### src/rtl/seq_det_rr_sched.sv
// seq_det_rr_sched
//   Shares one Mealy "1010" overlapping detector across NCH serial bit
//   channels. A round-robin arbiter grants one valid channel per cycle. Each
//   channel's 2-bit FSM state lives in a context table. Only the granted
//   channel's context is advanced in a cycle.
//
//   Optional feature: define HIT_COUNT_EN to add a saturating CNTW-bit hit
//   counter per channel, read back through cnt_sel_i / cnt_val_o.
//
// Ports
//   clk_i       rising-edge clock
//   reset_i     synchronous active-high reset
//   ch_valid_i  [NCH]  channel i offers ch_bit_i[i]
//   ch_bit_i    [NCH]  serial data bits
//   ch_ready_o  [NCH]  one-hot grant (0 while reset or nothing eligible)
//   ch_clear_i  [NCH]  force channel context to S0 and zero its counter
//   det_valid_o        a bit was consumed last cycle
//   det_ch_o    [CHW]  channel of that bit
//   det_hit_o          that bit completed "1010"
//   cnt_sel_i   [CHW]  counter readout select
//   cnt_val_o   [CNTW] hit count of cnt_sel_i (0 when feature disabled)
module seq_det_rr_sched #(
  parameter int NCH  = 4,
  parameter int CHW  = 2,
  parameter int CNTW = 8
) (
  input  logic            clk_i,
  input  logic            reset_i,
  input  logic [NCH-1:0]  ch_valid_i,
  input  logic [NCH-1:0]  ch_bit_i,
  output logic [NCH-1:0]  ch_ready_o,
  input  logic [NCH-1:0]  ch_clear_i,
  output logic            det_valid_o,
  output logic [CHW-1:0]  det_ch_o,
  output logic            det_hit_o,
  input  logic [CHW-1:0]  cnt_sel_i,
  output logic [CNTW-1:0] cnt_val_o
);

  typedef enum logic [1:0] {S0, S1, S2, S3} st_e;

  st_e [NCH-1:0] ctx_q;
  logic [CHW-1:0] rr_ptr_q, rr_ptr_d;
  logic           det_valid_q, det_hit_q;
  logic [CHW-1:0] det_ch_q;

  logic [NCH-1:0] elig;
  logic [CHW-1:0] grant;
  logic           found, xfer;
  st_e            cur_st, nxt_st;
  logic           hit;

  // A clear on a channel removes only that channel from arbitration.
  assign elig = ch_valid_i & ~ch_clear_i;

  // Rotating priority scan starting at rr_ptr_q; rr_ptr_q is always < NCH,
  // so a single subtract handles the wrap for non-power-of-two NCH.
  always_comb begin
    int idx;
    grant = '0;
    found = 1'b0;
    idx   = 0;
    for (int k = 0; k < NCH; k++) begin
      idx = int'(rr_ptr_q) + k;
      if (idx >= NCH) idx = idx - NCH;
      if (!found && elig[idx]) begin
        found = 1'b1;
        grant = CHW'(idx);
      end
    end
  end

  assign xfer = found & ~reset_i;

  always_comb begin
    ch_ready_o = '0;
    if (xfer) ch_ready_o[grant] = 1'b1;
  end

  always_comb begin
    rr_ptr_d = rr_ptr_q;
    if (xfer) rr_ptr_d = (int'(grant) == NCH - 1) ? '0 : grant + 1'b1;
  end

  // Fetch the granted context, then advance it with the shared detector.
  always_comb begin
    cur_st = S0;
    for (int i = 0; i < NCH; i++)
      if (grant == CHW'(i)) cur_st = ctx_q[i];
  end

  always_comb begin
    nxt_st = cur_st;
    hit    = 1'b0;
    unique case (cur_st)
      S0: nxt_st = ch_bit_i[grant] ? S1 : S0;
      S1: nxt_st = ch_bit_i[grant] ? S1 : S2;
      S2: nxt_st = ch_bit_i[grant] ? S3 : S0;
      S3: begin
        nxt_st = ch_bit_i[grant] ? S1 : S2;
        hit    = ~ch_bit_i[grant];
      end
      default: nxt_st = S0;
    endcase
  end

  always_ff @(posedge clk_i) begin
    if (reset_i) begin
      ctx_q       <= {NCH{S0}};
      rr_ptr_q    <= '0;
      det_valid_q <= 1'b0;
      det_ch_q    <= '0;
      det_hit_q   <= 1'b0;
    end else begin
      for (int i = 0; i < NCH; i++) begin
        if (ch_clear_i[i])                      ctx_q[i] <= S0;
        else if (xfer && grant == CHW'(i))      ctx_q[i] <= nxt_st;
      end
      rr_ptr_q    <= rr_ptr_d;
      det_valid_q <= xfer;
      det_ch_q    <= xfer ? grant : '0;
      det_hit_q   <= xfer & hit;
    end
  end

  assign det_valid_o = det_valid_q;
  assign det_ch_o    = det_ch_q;
  assign det_hit_o   = det_hit_q;

`ifdef HIT_COUNT_EN
  logic [NCH-1:0][CNTW-1:0] cnt_q;

  always_ff @(posedge clk_i) begin
    if (reset_i) begin
      cnt_q <= '0;
    end else begin
      for (int i = 0; i < NCH; i++) begin
        if (ch_clear_i[i])
          cnt_q[i] <= '0;
        else if (xfer && hit && grant == CHW'(i) && cnt_q[i] != {CNTW{1'b1}})
          cnt_q[i] <= cnt_q[i] + 1'b1;
      end
    end
  end

  // Select by compare so indices >= NCH fall through to 0.
  always_comb begin
    cnt_val_o = '0;
    for (int i = 0; i < NCH; i++)
      if (cnt_sel_i == CHW'(i)) cnt_val_o = cnt_q[i];
  end
`else
  logic unused_cnt_sel;
  assign unused_cnt_sel = ^cnt_sel_i;
  assign cnt_val_o      = '0;
`endif

endmodule

### config.mk
export PLATFORM = sky130hd
export DESIGN_NAME = seq_det_rr_sched
export DESIGN_NICKNAME = d
export VERILOG_FILES = /design/src/rtl/seq_det_rr_sched.sv
export SDC_FILE = /design/constraint.sdc
export NUM_CORES = 1
export LEC_CHECK = 0
export ABC_AREA = 1
export CORE_MARGIN = 2
export CORE_UTILIZATION = 35
export CTS_CLUSTER_SIZE = 10
export DETAILED_ROUTE_END_ITERATION = 7
export PLACE_DENSITY = 0.69
export SLEW_MARGIN = 10
export SYNTH_ARGS = -nofsm -noshare
export SYNTH_HDL_FRONTEND = slang
export SYNTH_SLANG_ARGS = --single-unit
export TNS_END_PERCENT = 5
### constraint.sdc
create_clock -name clk_i -period 2.9 [get_ports clk_i]
set_input_delay 0.725 -clock clk_i [delete_from_list [all_inputs] [get_ports clk_i]]
set_output_delay 0.725 -clock clk_i [all_outputs]
set_load 0.02 [all_outputs]
==> impl_metrics.toml, run 1 <==
[clock_network]
cts_tree = "yes"
cts.sinks = 14
numCtsBuffers = 3
clk_latency_ps = 270
cts_max_level = 1
ctsLongestPathBuffers = 2
path_clk_slew_ps = 80
cts-root-buf = "clkbuf_4"

[timing]
min_period_over_period_pct = 98.2
slew_violations = 0
finClkSkew_ps = 7.00
hold_violations = 0
setup_viol = 0
setup_tns_ps = 0
fin_crit_ps = 2850
max_clock_freq_mhz = 351
rsz0062_at_grt = "yes"

[detailed_routing]
drt-total-wl_mm = 3.72
wl_met2_mm = 2.09
route.detailed.drc = 0
ant_nets = 0
dr.first_iter.drc_count = 63
viasPerCell = 4.72
firstDrtPassIters = 4
vias = 1313
met3_length_microns = 115
top_layer = "met4"
wl_met1_mm = 1.49
wl_per_cell_microns = 13.4

[critical_path]
cp_max_fo = 3
arrival_ps = 2120
critPathKind = "in2out"
worst_setup_path_end_kind = "output port"
crit_required_ps = 2170
cp-start-kind = "input pin"

[floorplanning]
coreArea_sq_um = 3340
die_y_microns = 62.9
die_area_sq_um = 3950
rows = 21
ios = 32
fp.dieW_microns = 62.9
initial_utilization_pct = 36.4

[logic_synthesis]
synth-seq-area-share_pct = 23.1
syn-cell-area_sq_um = 1210
yosys_warnings = 0
avgSynthCellArea_sq_um = 7.40
synthCells = 164
ys_seq_elements = 14
ys_types = 26

[layout]
nets = 254
final_common_cell = "buf_4"
syn2layout_area_growth_pct = 76.7
final_cell_area_sq_um = 2140
fill_cells = 289
final_cell_mix = "buf_4 (41), inv_1 (15), nand2_1 (15), nand3_4 (13), nand3_2 (13)"
drive_above_1_share_pct = 59.1
multiInputGateArea_sq_um = 1060
insertedDiodeCount = 0
seqCellArea_sq_um = 283

[place]
dp_hpwl_mm = 2.30
place_congestion = 0.915
port-buffer-count = 21
placed_area_sq_um = 1680

[power_and_ir_drop]
cellLeakagePower_uw = 0.00102
p_seq_share_pct = 10.3
power.clock.fraction_pct = 4.1
ir_drop_mv = 0.684
power.switching_uw = 1290
internal_power_uw = 1380
p_per_area_nw_per_um2 = 1250
combPwrFrac_pct = 85.6
p_sw_share_pct = 48.3

[global_route]
antenna_found_initial = 0
grt_usage_pct = 17.0
grt_pass1_vias = 1223
grt_pass1_wl_mm = 5.46
gr-total-overflow = 0
grt_max_degree = 9

[run]
maxCapViolCount = 0

[hold_path]
hp-class = "reg2reg"

[status]
outcome = "complete, no violations"
power by group through the flow:
stage	clock [uW]	sequential (uW)	combinational, uW
2_1_floorplan	0	283	946
5_1_grt	122	281	2450
3_5_place_dp	0	274	1550
6_report	109	276	2290
3_3_place_gp	0	272	1540
4_1_cts	112	269	1870
synth_stat cells, drive strengths merged:
cell type | instances | area share [%]
o211ai | 4 | 2.5
or2 | 1 | 0.52
nand3 | 37 | 21
nand4 | 4 | 3.3
nor3 | 1 | 0.82
inv | 26 | 8.9
o21a | 4 | 2.5
buf | 10 | 6.8
o21ai | 5 | 2.1
dfxtp | 14 | 23
nor2 | 11 | 4.2
ha | 4 | 4.1
conb | 1 | 0.31
a21oi | 2 | 0.82
a211oi | 1 | 0.62
nand2 | 39 | 19
path summary, 6_finish.rpt:
check / from / endpoint / slack [ps] / cells after the start
hold reg to reg: ctx_q[6]$_SDFFE_PP0P_ / ctx_q[6]$_SDFFE_PP0P_ / 500 / 2
setup / recovery: ch_clear_i[1] / ch_ready_o[0] / 50 / 15
hold / removal: ctx_q[6]$_SDFFE_PP0P_ / ctx_q[6]$_SDFFE_PP0P_ / 500 / 2
setup reg to reg: rr_ptr_q[0]$_SDFFE_PP0P_ / ctx_q[1]$_SDFFE_PP0P_ / 150 / 25
cells by family after synthesis:
logic type	count (synthesis)	synth area share, %
and+or+nand+nor	93	48.4
DFF	14	23.1
other	1	0.309
adders and majority gates	4	4.12
buffers and inverters	36	15.7
AOI/OAI and AO/OA	16	8.45
metal layers:
layer / global-route usage, % / up-vias
met5: 0 / -
met3: 2.70 / 4
met4: 6.67 / 0
met2: 30.6 / 29
li1: - / 663
met1: 20.0 / 617
through the flow:
stage               cells  utilization, %  setup slack [ps]  power (uW)  hold WS [ps]
floorplan             171               -               118        1230           462
global placement      260            50.3              -833        1810           483
detailed placement    260            50.3              -803        1830           483
CTS                   269            57.4             0.369        2250           504
global route          278            64.3             -68.6        2860           556
finish                278            64.3              52.5        2670           503
what timing repair did:
action,CTS,global route
setup buffers,6,9
hold buffers,0,0
pin swaps,23,33
setup endpoints to repair,9,9
gates resized for setup,83,47
state kept, by name (all words and copies together) (netlist names):
| register | flops |
|---|---|
| det_hit_o | 1 |
| det_ch_o | 2 |
| rr_ptr_q | 2 |
| ctx_q | 8 |
| det_valid_o | 1 |
critical path, stage by stage:
cell     delay (ps)
buf_6            90
inv_2            70
nand3_4         110
nand2_4         110
nand2_4          60
nand2_4          80
nand2_4          70
nand2_4          80
nand2_4          60
nand3_4         100
buf_12          120
ha_4            130
inv_1            50
nor2_2          120
buf_6           140
layout make-up:
type	count	share of cell area, %
Tap cell	46	2.68
Inverter	26	5.72
Timing Repair Buffer	68	28.1
Clock buffer	3	1.05
Sequential cell	14	13.2
Multi-Input combinational cell	121	49.3
Note: power is estimated with default switching activity, not from simulation.
==> run 2, diff against run 1 <==
--- a/config.mk
+++ b/config.mk
@@ -10,7 +10,9 @@
 export CORE_UTILIZATION = 35
 export CTS_CLUSTER_SIZE = 10
 export DETAILED_ROUTE_END_ITERATION = 7
+export GPL_TIMING_DRIVEN = 0
 export PLACE_DENSITY = 0.69
+export SETUP_SLACK_MARGIN = 0.15
 export SLEW_MARGIN = 10
 export SYNTH_ARGS = -nofsm -noshare
 export SYNTH_HDL_FRONTEND = slang
==> impl_metrics.toml, run 2 (same netlist as run 1, synthesis figures left out) <==
[critical_path]
critPathKind = "in2out"
arrival_ps = 2080
worst_setup_path_end_kind = "output port"
r2r_slack_ps = 230
cp_max_fo = 4
crit_required_ps = 2170
cp-start-kind = "input pin"

[place]
dp_hpwl_mm = 1.95
placed_area_sq_um = 1510
place_congestion = 0.831
placedCellCount = 238
port-buffer-count = 21

[clock_network]
clk_latency_ps = 280
path_clk_slew_ps = 80
numCtsBuffers = 3
cts-root-buf = "clkbuf_4"
ctsLongestPathBuffers = 2
cts_tree = "yes"
cts_max_level = 1
cts.sinks = 14

[detailed_routing]
firstDrtPassIters = 4
dr.first_iter.drc_count = 53
wl_per_cell_microns = 12.5
drt-total-wl_mm = 3.32
route.detailed.drc = 0
viasPerCell = 4.67
vias = 1242
ant_nets = 0

[global_route]
grt_pass1_wl_mm = 5.26
gr-total-overflow = 0
grt_max_degree = 9
grt_usage_pct = 16.2
grt_pass1_vias = 1160
antenna_found_initial = 0

[power_and_ir_drop]
power.clock.fraction_pct = 5.7
ir_drop_mv = 0.535
cellLeakagePower_uw = 0.000960
internal_power_uw = 1180
p_seq_share_pct = 10.8
combPwrFrac_pct = 83.5
p_per_area_nw_per_um2 = 1160
p_sw_share_pct = 51.3
power.switching_uw = 1250

[timing]
hold_violations = 0
slew_violations = 0
max_clock_freq_mhz = 357
fin_crit_ps = 2800
setup_tns_ps = 0
finClkSkew_ps = 9.40
min_period_over_period_pct = 96.6
rsz0062_at_grt = "yes"
setup_viol = 0

[layout]
final_common_cell = "buf_4"
final_cell_mix = "buf_4 (34), nand3_4 (15), nand3_1 (14)"
final_cell_area_sq_um = 2100
regMostFlops = "ctx_q"
seqCellArea_sq_um = 282
insertedDiodeCount = 0
instances_no_fill = 266
syn2layout_area_growth_pct = 73.1
largest_reg_flops = 8
drive_above_1_share_pct = 57.7
multiInputGateArea_sq_um = 1100
nets = 241
fill_cells = 298

[floorplanning]
ios = 32
die_y_microns = 62.9
fp.dieW_microns = 62.9
die_area_sq_um = 3950
initial_utilization_pct = 36.4
rows = 21
coreArea_sq_um = 3340

[status]
outcome = "complete, no violations"

[run]
maxCapViolCount = 0

[hold_path]
hp-class = "reg2reg"
==> run 2: cell types whose count changed in the layout (fill, tap and decap cells not counted), sizes merged <==
cell	change
clkbuf	-2
clkinv	-2
inv	+2
buf	-10
==> run 2: per-layer routing <==
layer  vias up  track usage (%)  part of all wire, %
li1        634                -                    -
met1       572             20.0                   38
met2        29             29.8                   56
met3         7             1.44                  3.4
met4         0             4.44                  2.3
met5         -                0                    0
==> run 2: worst paths after layout <==
| path | to | startpoint | cells after the start |
|---|---|---|---|
| min reg2reg | ctx_q[6]$_SDFFE_PP0P_ | ctx_q[6]$_SDFFE_PP0P_ | 2 |
| min | ctx_q[6]$_SDFFE_PP0P_ | ctx_q[6]$_SDFFE_PP0P_ | 2 |
| max reg2reg | ctx_q[3]$_SDFFE_PP0P_ | rr_ptr_q[0]$_SDFFE_PP0P_ | 24 |
| max | ch_ready_o[0] | ch_clear_i[1] | 14 |
==> run 2: layout make-up <==
type	count	share of cell area, %
tap	46	2.74
sequential	14	13.4
timing repair buffer	45	18.2
buffer	10	4.35
inverter	26	7.33
multi-input combinational	121	52.2
clock buffer	4	1.73
==> run 2: timing repair <==
item                                    4_1_cts  5_1_grt
endpoints found under the hold margin         0        0
endpoints found under the setup margin        9        8
setup buffers                                14       10
gates resized for setup                     112       41
hold buffers                                  0        0
pin swaps                                    30       23
==> run 2: worst max-delay path, stage by stage <==
cell and delay [ps]:
buf_6 100, inv_6 60, nand3_4 90, nand2_4 100, nand2_2 60, nand2_4 100
nand2_8 60, nand3_4 90, nand3_4 130, buf_4 170, ha_4 160, inv_2 60
nor2_4 40, buf_6 140
==> run 2: power by group through the flow <==
stage          clock, uW  combinational [uW]  sequential (uW)
2_1_floorplan          0                 946              283
3_3_place_gp           0                1220              263
3_5_place_dp           0                1230              263
4_1_cts              145                1680              261
5_1_grt              154                2190              267
6_report             139                2030              263
==> run 2: metrics by stage <==
step           setup slack, ps  hold slack [ps]  util, %  power, uW
4_1_cts                    129              507     55.6       2090
3_3_place_gp             -1010              483     45.2       1480
3_5_place_dp             -1010              490     45.2       1490
6_report                  97.4              498     63.0       2430
2_1_floorplan              118              462        -       1230
5_1_grt                   14.9              548     63.0       2610
==> run 3, diff against run 2 <==
--- a/config.mk
+++ b/config.mk
@@ -6,12 +6,13 @@
 export NUM_CORES = 1
 export LEC_CHECK = 0
 export ABC_AREA = 1
+export ABC_CLOCK_PERIOD_IN_PS = 2900
 export CORE_MARGIN = 2
 export CORE_UTILIZATION = 35
 export CTS_CLUSTER_SIZE = 10
 export DETAILED_ROUTE_END_ITERATION = 7
 export GPL_TIMING_DRIVEN = 0
-export PLACE_DENSITY = 0.69
+export PLACE_DENSITY_LB_ADDON = 0.3
 export SETUP_SLACK_MARGIN = 0.15
 export SLEW_MARGIN = 10
 export SYNTH_ARGS = -nofsm -noshare
==> impl_metrics.toml, run 3 (same netlist as run 1, synthesis figures left out) <==
[status]
outcome = "complete, no violations"

[timing]
worst_slack_ps = 81.4
min_period_over_period_pct = 97.2
rsz0062_at_grt = "yes"
setup_viol = 0
finClkSkew_ps = 0.492
setup_tns_ps = 0
max_clock_freq_mhz = 355
hold-worst-slack_ps = 512
slew_violations = 0
hold_violations = 0
fin_crit_ps = 2820

[layout]
insertedDiodeCount = 0
final_cell_mix = "buf_4 (30), nand2_1 (15), nand2_4 (14), nand3_1 (14)"
largest_reg_flops = 8
drive_above_1_share_pct = 56.8
regMostFlops = "ctx_q"
final_common_cell = "buf_4"
fin_util_pct = 60.6
nets = 242
final_cell_area_sq_um = 2020
syn2layout_area_growth_pct = 66.5

[place]
dp_slack_ps = -1010
placed_area_sq_um = 1510
port-buffer-count = 21
dp_hpwl_mm = 1.96
place_congestion = 0.856

[detailed_routing]
wl_per_cell_microns = 12.4
route.detailed.drc = 0
viasPerCell = 4.66
dr.first_iter.drc_count = 50
vias = 1240
firstDrtPassIters = 4
drt-total-wl_mm = 3.30
ant_nets = 0

[clock_network]
clk_latency_ps = 280
path_clk_slew_ps = 80
cts_tree = "yes"
cts.sinks = 14
numCtsBuffers = 3
cts_max_level = 1
ctsLongestPathBuffers = 2
cts-root-buf = "clkbuf_4"

[floorplanning]
ios = 32
die_y_microns = 62.9
initial_utilization_pct = 36.4
fp.dieW_microns = 62.9
coreArea_sq_um = 3340
die_area_sq_um = 3950
rows = 21

[global_route]
gr-total-overflow = 0
grt_max_degree = 9
grt_pass1_wl_mm = 5.09
grt_usage_pct = 15.9
antenna_found_initial = 0
grt_pass1_vias = 1231

[critical_path]
critPathKind = "in2out"
crit_required_ps = 2170
cp_max_fo = 5
cp-start-kind = "input pin"
worst_setup_path_end_kind = "output port"
arrival_ps = 2090

[power_and_ir_drop]
internal_power_uw = 1160
p_sw_share_pct = 51.1
p_seq_share_pct = 11.0
p_per_area_nw_per_um2 = 1180
cellLeakagePower_uw = 0.000956
power.switching_uw = 1210
ir_drop_mv = 0.675
combPwrFrac_pct = 84.4
power.clock.fraction_pct = 4.6

[hold_path]
hp-class = "reg2reg"

[run]
maxCapViolCount = 0
## run 3: cell types whose count changed in the layout (fill, tap and decap cells not counted), moves of 4 or more
cell,delta
nand3_4,-5
inv_4,+4
nand3_2,+5
buf_6,+6
buf_4,-4
## run 3: path summary, 6_finish.rpt
check | startpoint | to | slack, ps | cells after the start
hold / removal | ctx_q[0]$_SDFFE_PP0P_ | ctx_q[0]$_SDFFE_PP0P_ | 510 | 2
setup reg to reg | rr_ptr_q[0]$_SDFFE_PP0P_ | ctx_q[1]$_SDFFE_PP0P_ | 200 | 22
setup / recovery | ch_clear_i[2] | ch_ready_o[1] | 80 | 13
hold reg to reg | ctx_q[0]$_SDFFE_PP0P_ | ctx_q[0]$_SDFFE_PP0P_ | 510 | 2
## run 3: power by group through the flow
stage,Sequential (uW),Combinational [uW],Clock [uW]
floorplan,283,946,0
global placement,263,1230,0
detailed placement,263,1230,0
CTS,261,1680,116
global route,265,2150,125
finish,261,2000,110
## run 3: layout make-up
class | instances | area [sq um]
flip-flops and latches | 14 | 282
clock buffers | 3 | 22.5
fillers | 307 | 1320
multi-input cells | 121 | 1030
plain buffers | 10 | 86.3
inverters | 26 | 135
well taps | 46 | 57.6
repair buffers | 46 | 405
## run 3: per-layer routing
| metal | track usage, % | share of wire [%] | up-vias |
|---|---|---|---|
| met2 | 28.2 | 55 | 23 |
| met1 | 18.1 | 40 | 564 |
| met4 | 8.89 | 2.1 | 0 |
| met5 | 0 | 0 | - |
| met3 | 2.16 | 2.5 | 8 |
| li1 | - | - | 645 |
## run 3: metrics by stage
stage	cells	total power [uW]
after floorplan	171	1230
after global placement	238	1490
after detailed placement	238	1490
after CTS	258	2050
after global routing	266	2540
final	266	2370
## run 3: timing repair
item | in CTS | in global routing
buffers inserted | 17 | 8
setup endpoints to repair | 9 | 8
gates resized for setup | 115 | 25
pin swaps | 28 | 17
hold buffers | 0 | 0
## run 3: worst max-delay path, stage by stage
cell and delay (ps):
buf_6 100, inv_4 60, nand3_2 100, nand3_4 110
nand2_4 80, buf_4 150, nand4_4 80, nand3_4 140
inv_4 120, ha_4 160, inv_4 40, nor2_4 90
buf_6 130
==> RTL change: new RTL, settings of run 1 <==
Change the parameter `CNTW` from 8 to 9.
--- a/src/rtl/seq_det_rr_sched.sv
+++ b/src/rtl/seq_det_rr_sched.sv
@@ -24,3 +24,3 @@
   parameter int CHW  = 2,
-  parameter int CNTW = 8
+  parameter int CNTW = 9
 ) (
Ports: changed (resized cnt_val_o); port bits go from 32 to 33. The function was not compared with the original's and may differ.
==> RTL change against run 1 <==
Sequential share of layout area up 0.50 points. Wire length down 7.3%. Sequential cell count unchanged. Total power down 4.2%. Final cell count down 1.8%. Utilization down 2.4 points. Die area up 0.59%. Critical path type unchanged. Worst hold slack better by 8.4 ps. First-iteration DRC count down 41%. Area after synthesis up 0.62%. Final area down 3.7%. Setup slack better by 6.2 ps. Synthesized cell count up 0.61%.
==> RTL change: results (changes against run 1) <==
Setup path
The endpoint of the worst setup timing path is ch_ready_o[3] (was ch_ready_o[0]). The destination of the worst register-to-register timing path is ctx_q[3] (was ctx_q[1]). The cell count of the worst reg-to-reg path was 25 (unchanged). The arrival time of the worst setup path is 2120 ps (about the same). The maximum fanout along the worst path was 4 (was 3).

Detailed routing
The total DRC errors in the routed layout came to 0 (unchanged). The final routed wirelength across all metal layers is 3449 um (was 3720 um). The initial DRC count is 37 (was 63). The via density per instance was 4.601 (was 4.723).

Place
The detailed placer's ending HPWL is 2369 um (was 2301 um). The global placer's final weighted congestion was 0.9338 (was 0.9152). The post-placement setup slack is -824.8 ps (was -802.5 ps).

Finish
The post-layout instance count excluding filler cells is 273 (was 278). The fraction of final layout cells with drive strength greater than 1 was 0.5771 (was 0.5905). The flip-flop count of the largest register, all copies and words added is 8 (unchanged). The net count of the finished layout is 248 (was 254).

Yosys
The number of warnings issued by yosys is 0 (unchanged). Most frequent cells after synthesis: sky130_fd_sc_hd__nand3_1 (27), sky130_fd_sc_hd__inv_1 (23), sky130_fd_sc_hd__nand2_1 (20) (unchanged). The distinct cell type count after synthesis is 26 (unchanged). Leading cell types by total area after synthesis: sky130_fd_sc_hd__dfxtp_1 (23%), sky130_fd_sc_hd__nand3_1 (11%), sky130_fd_sc_hd__inv_1 (7.1%), sky130_fd_sc_hd__nand3_2 (6.6%), sky130_fd_sc_hd__nand2_4 (6.5%) (unchanged). The share of synthesized area occupied by flip-flops and latches is 0.2295 (was 0.2309). The number of cells produced by synthesis is 165 (was 164).

GRT
The overall track demand over capacity in global routing is 0.1645 (was 0.1703). The pin count of the biggest net entering global routing is 9 (unchanged). The number of global-route vias before repair is 1197 (was 1223). The global-route wire length before repair was 5250 um (was 5457 um). The number of antenna violations at the first check in global routing is 0 (unchanged).

Power
The maximum vdd ir drop is 521.8 uV (was 683.6 uV). The switching fraction of total power is 0.4849 (was 0.4827). The total leakage power came to 0.0009777 uW (was 0.001018 uW).

Timing
The worst hold slack is 511.7 ps (was 503.3 ps). The smallest setup slack after layout is 58.69 ps (was 52.54 ps). The worst-case clock skew was 4.130 ps (was 7.000 ps).

Clocking
The clock latency of the later-clocked register in the worst-skew pair was 290 ps (was 270 ps). The buffer cell driving the clock tree root is sky130_fd_sc_hd__clkbuf_4 (unchanged).

Outcome
Result of the run: finished clean (unchanged).
[RTL change: layout make-up]
| cell class | instances | area [um2] |
|---|---|---|
| sequential | 14 | 282.8 |
| timing repair buffer | 61 | 510.5 |
| fill | 310 | 1271 |
| inverter | 26 | 122.6 |
| multi-input combinational | 122 | 1056 |
| clock buffer | 4 | 36.28 |
| tap | 46 | 57.56 |
[RTL change: critical path, delay by kind of cell]
family | cells | cell delay (ps)
fa+ha+maj | 1 | 120
simple gates | 9 | 790
buf+inv | 5 | 470
[RTL change: logic make-up after synthesis]
logic type / after synthesis / synth area share
other: 1 / 0.003071
buffers and inverters: 37 / 0.1619
adders and majority gates: 4 / 0.04099
DFF: 14 / 0.2295
AOI/OAI and AO/OA: 16 / 0.08402
and+or+nand+nor: 93 / 0.4805
[RTL change: power groups by stage]
stage | Combinational (uW) | Sequential (uW) | Clock, uW
final | 2140 | 274 | 145
after global routing | 2320 | 279 | 162
after CTS | 1750 | 269 | 148
after detailed placement | 1540 | 273 | 0
after global placement | 1530 | 272 | 0
after floorplan | 948 | 283 | 0
[RTL change: per-layer routing]
layer | part of all wire | GRT usage
met5 | 0 | 0
met4 | 0.023 | 0.05278
met3 | 0.034 | 0.03214
met2 | 0.53 | 0.2952
met1 | 0.41 | 0.1952
[RTL change: worst min path at each step]
stage                     startpoint        to  cells after the start
after floorplan             ctx_q[4]  ctx_q[4]                      2
after global placement      ctx_q[4]  ctx_q[4]                      2
after detailed placement    ctx_q[4]  ctx_q[4]                      2
after CTS                   ctx_q[4]  ctx_q[4]                      2
after global routing        ctx_q[4]  ctx_q[4]                      2
final                       ctx_q[4]  ctx_q[4]                      2
[RTL change: repair_timing]
| item | in CTS | in global routing |
|---|---|---|
| hold buffers | 0 | 0 |
| resized for setup | 83 | 43 |
| buffers inserted | 2 | 7 |
| pin swaps | 24 | 32 |
| setup endpoints to repair | 9 | 8 |
[RTL change: per-stage QoR]
step,cell area (um2),utilization,total power (uW)
6_report,2066,0.6190,2561
2_1_floorplan,1251,-,1231
5_1_grt,2066,0.6190,2760
3_5_place_dp,1674,0.5017,1812
4_1_cts,1878,0.5628,2172
3_3_place_gp,1674,0.5017,1804
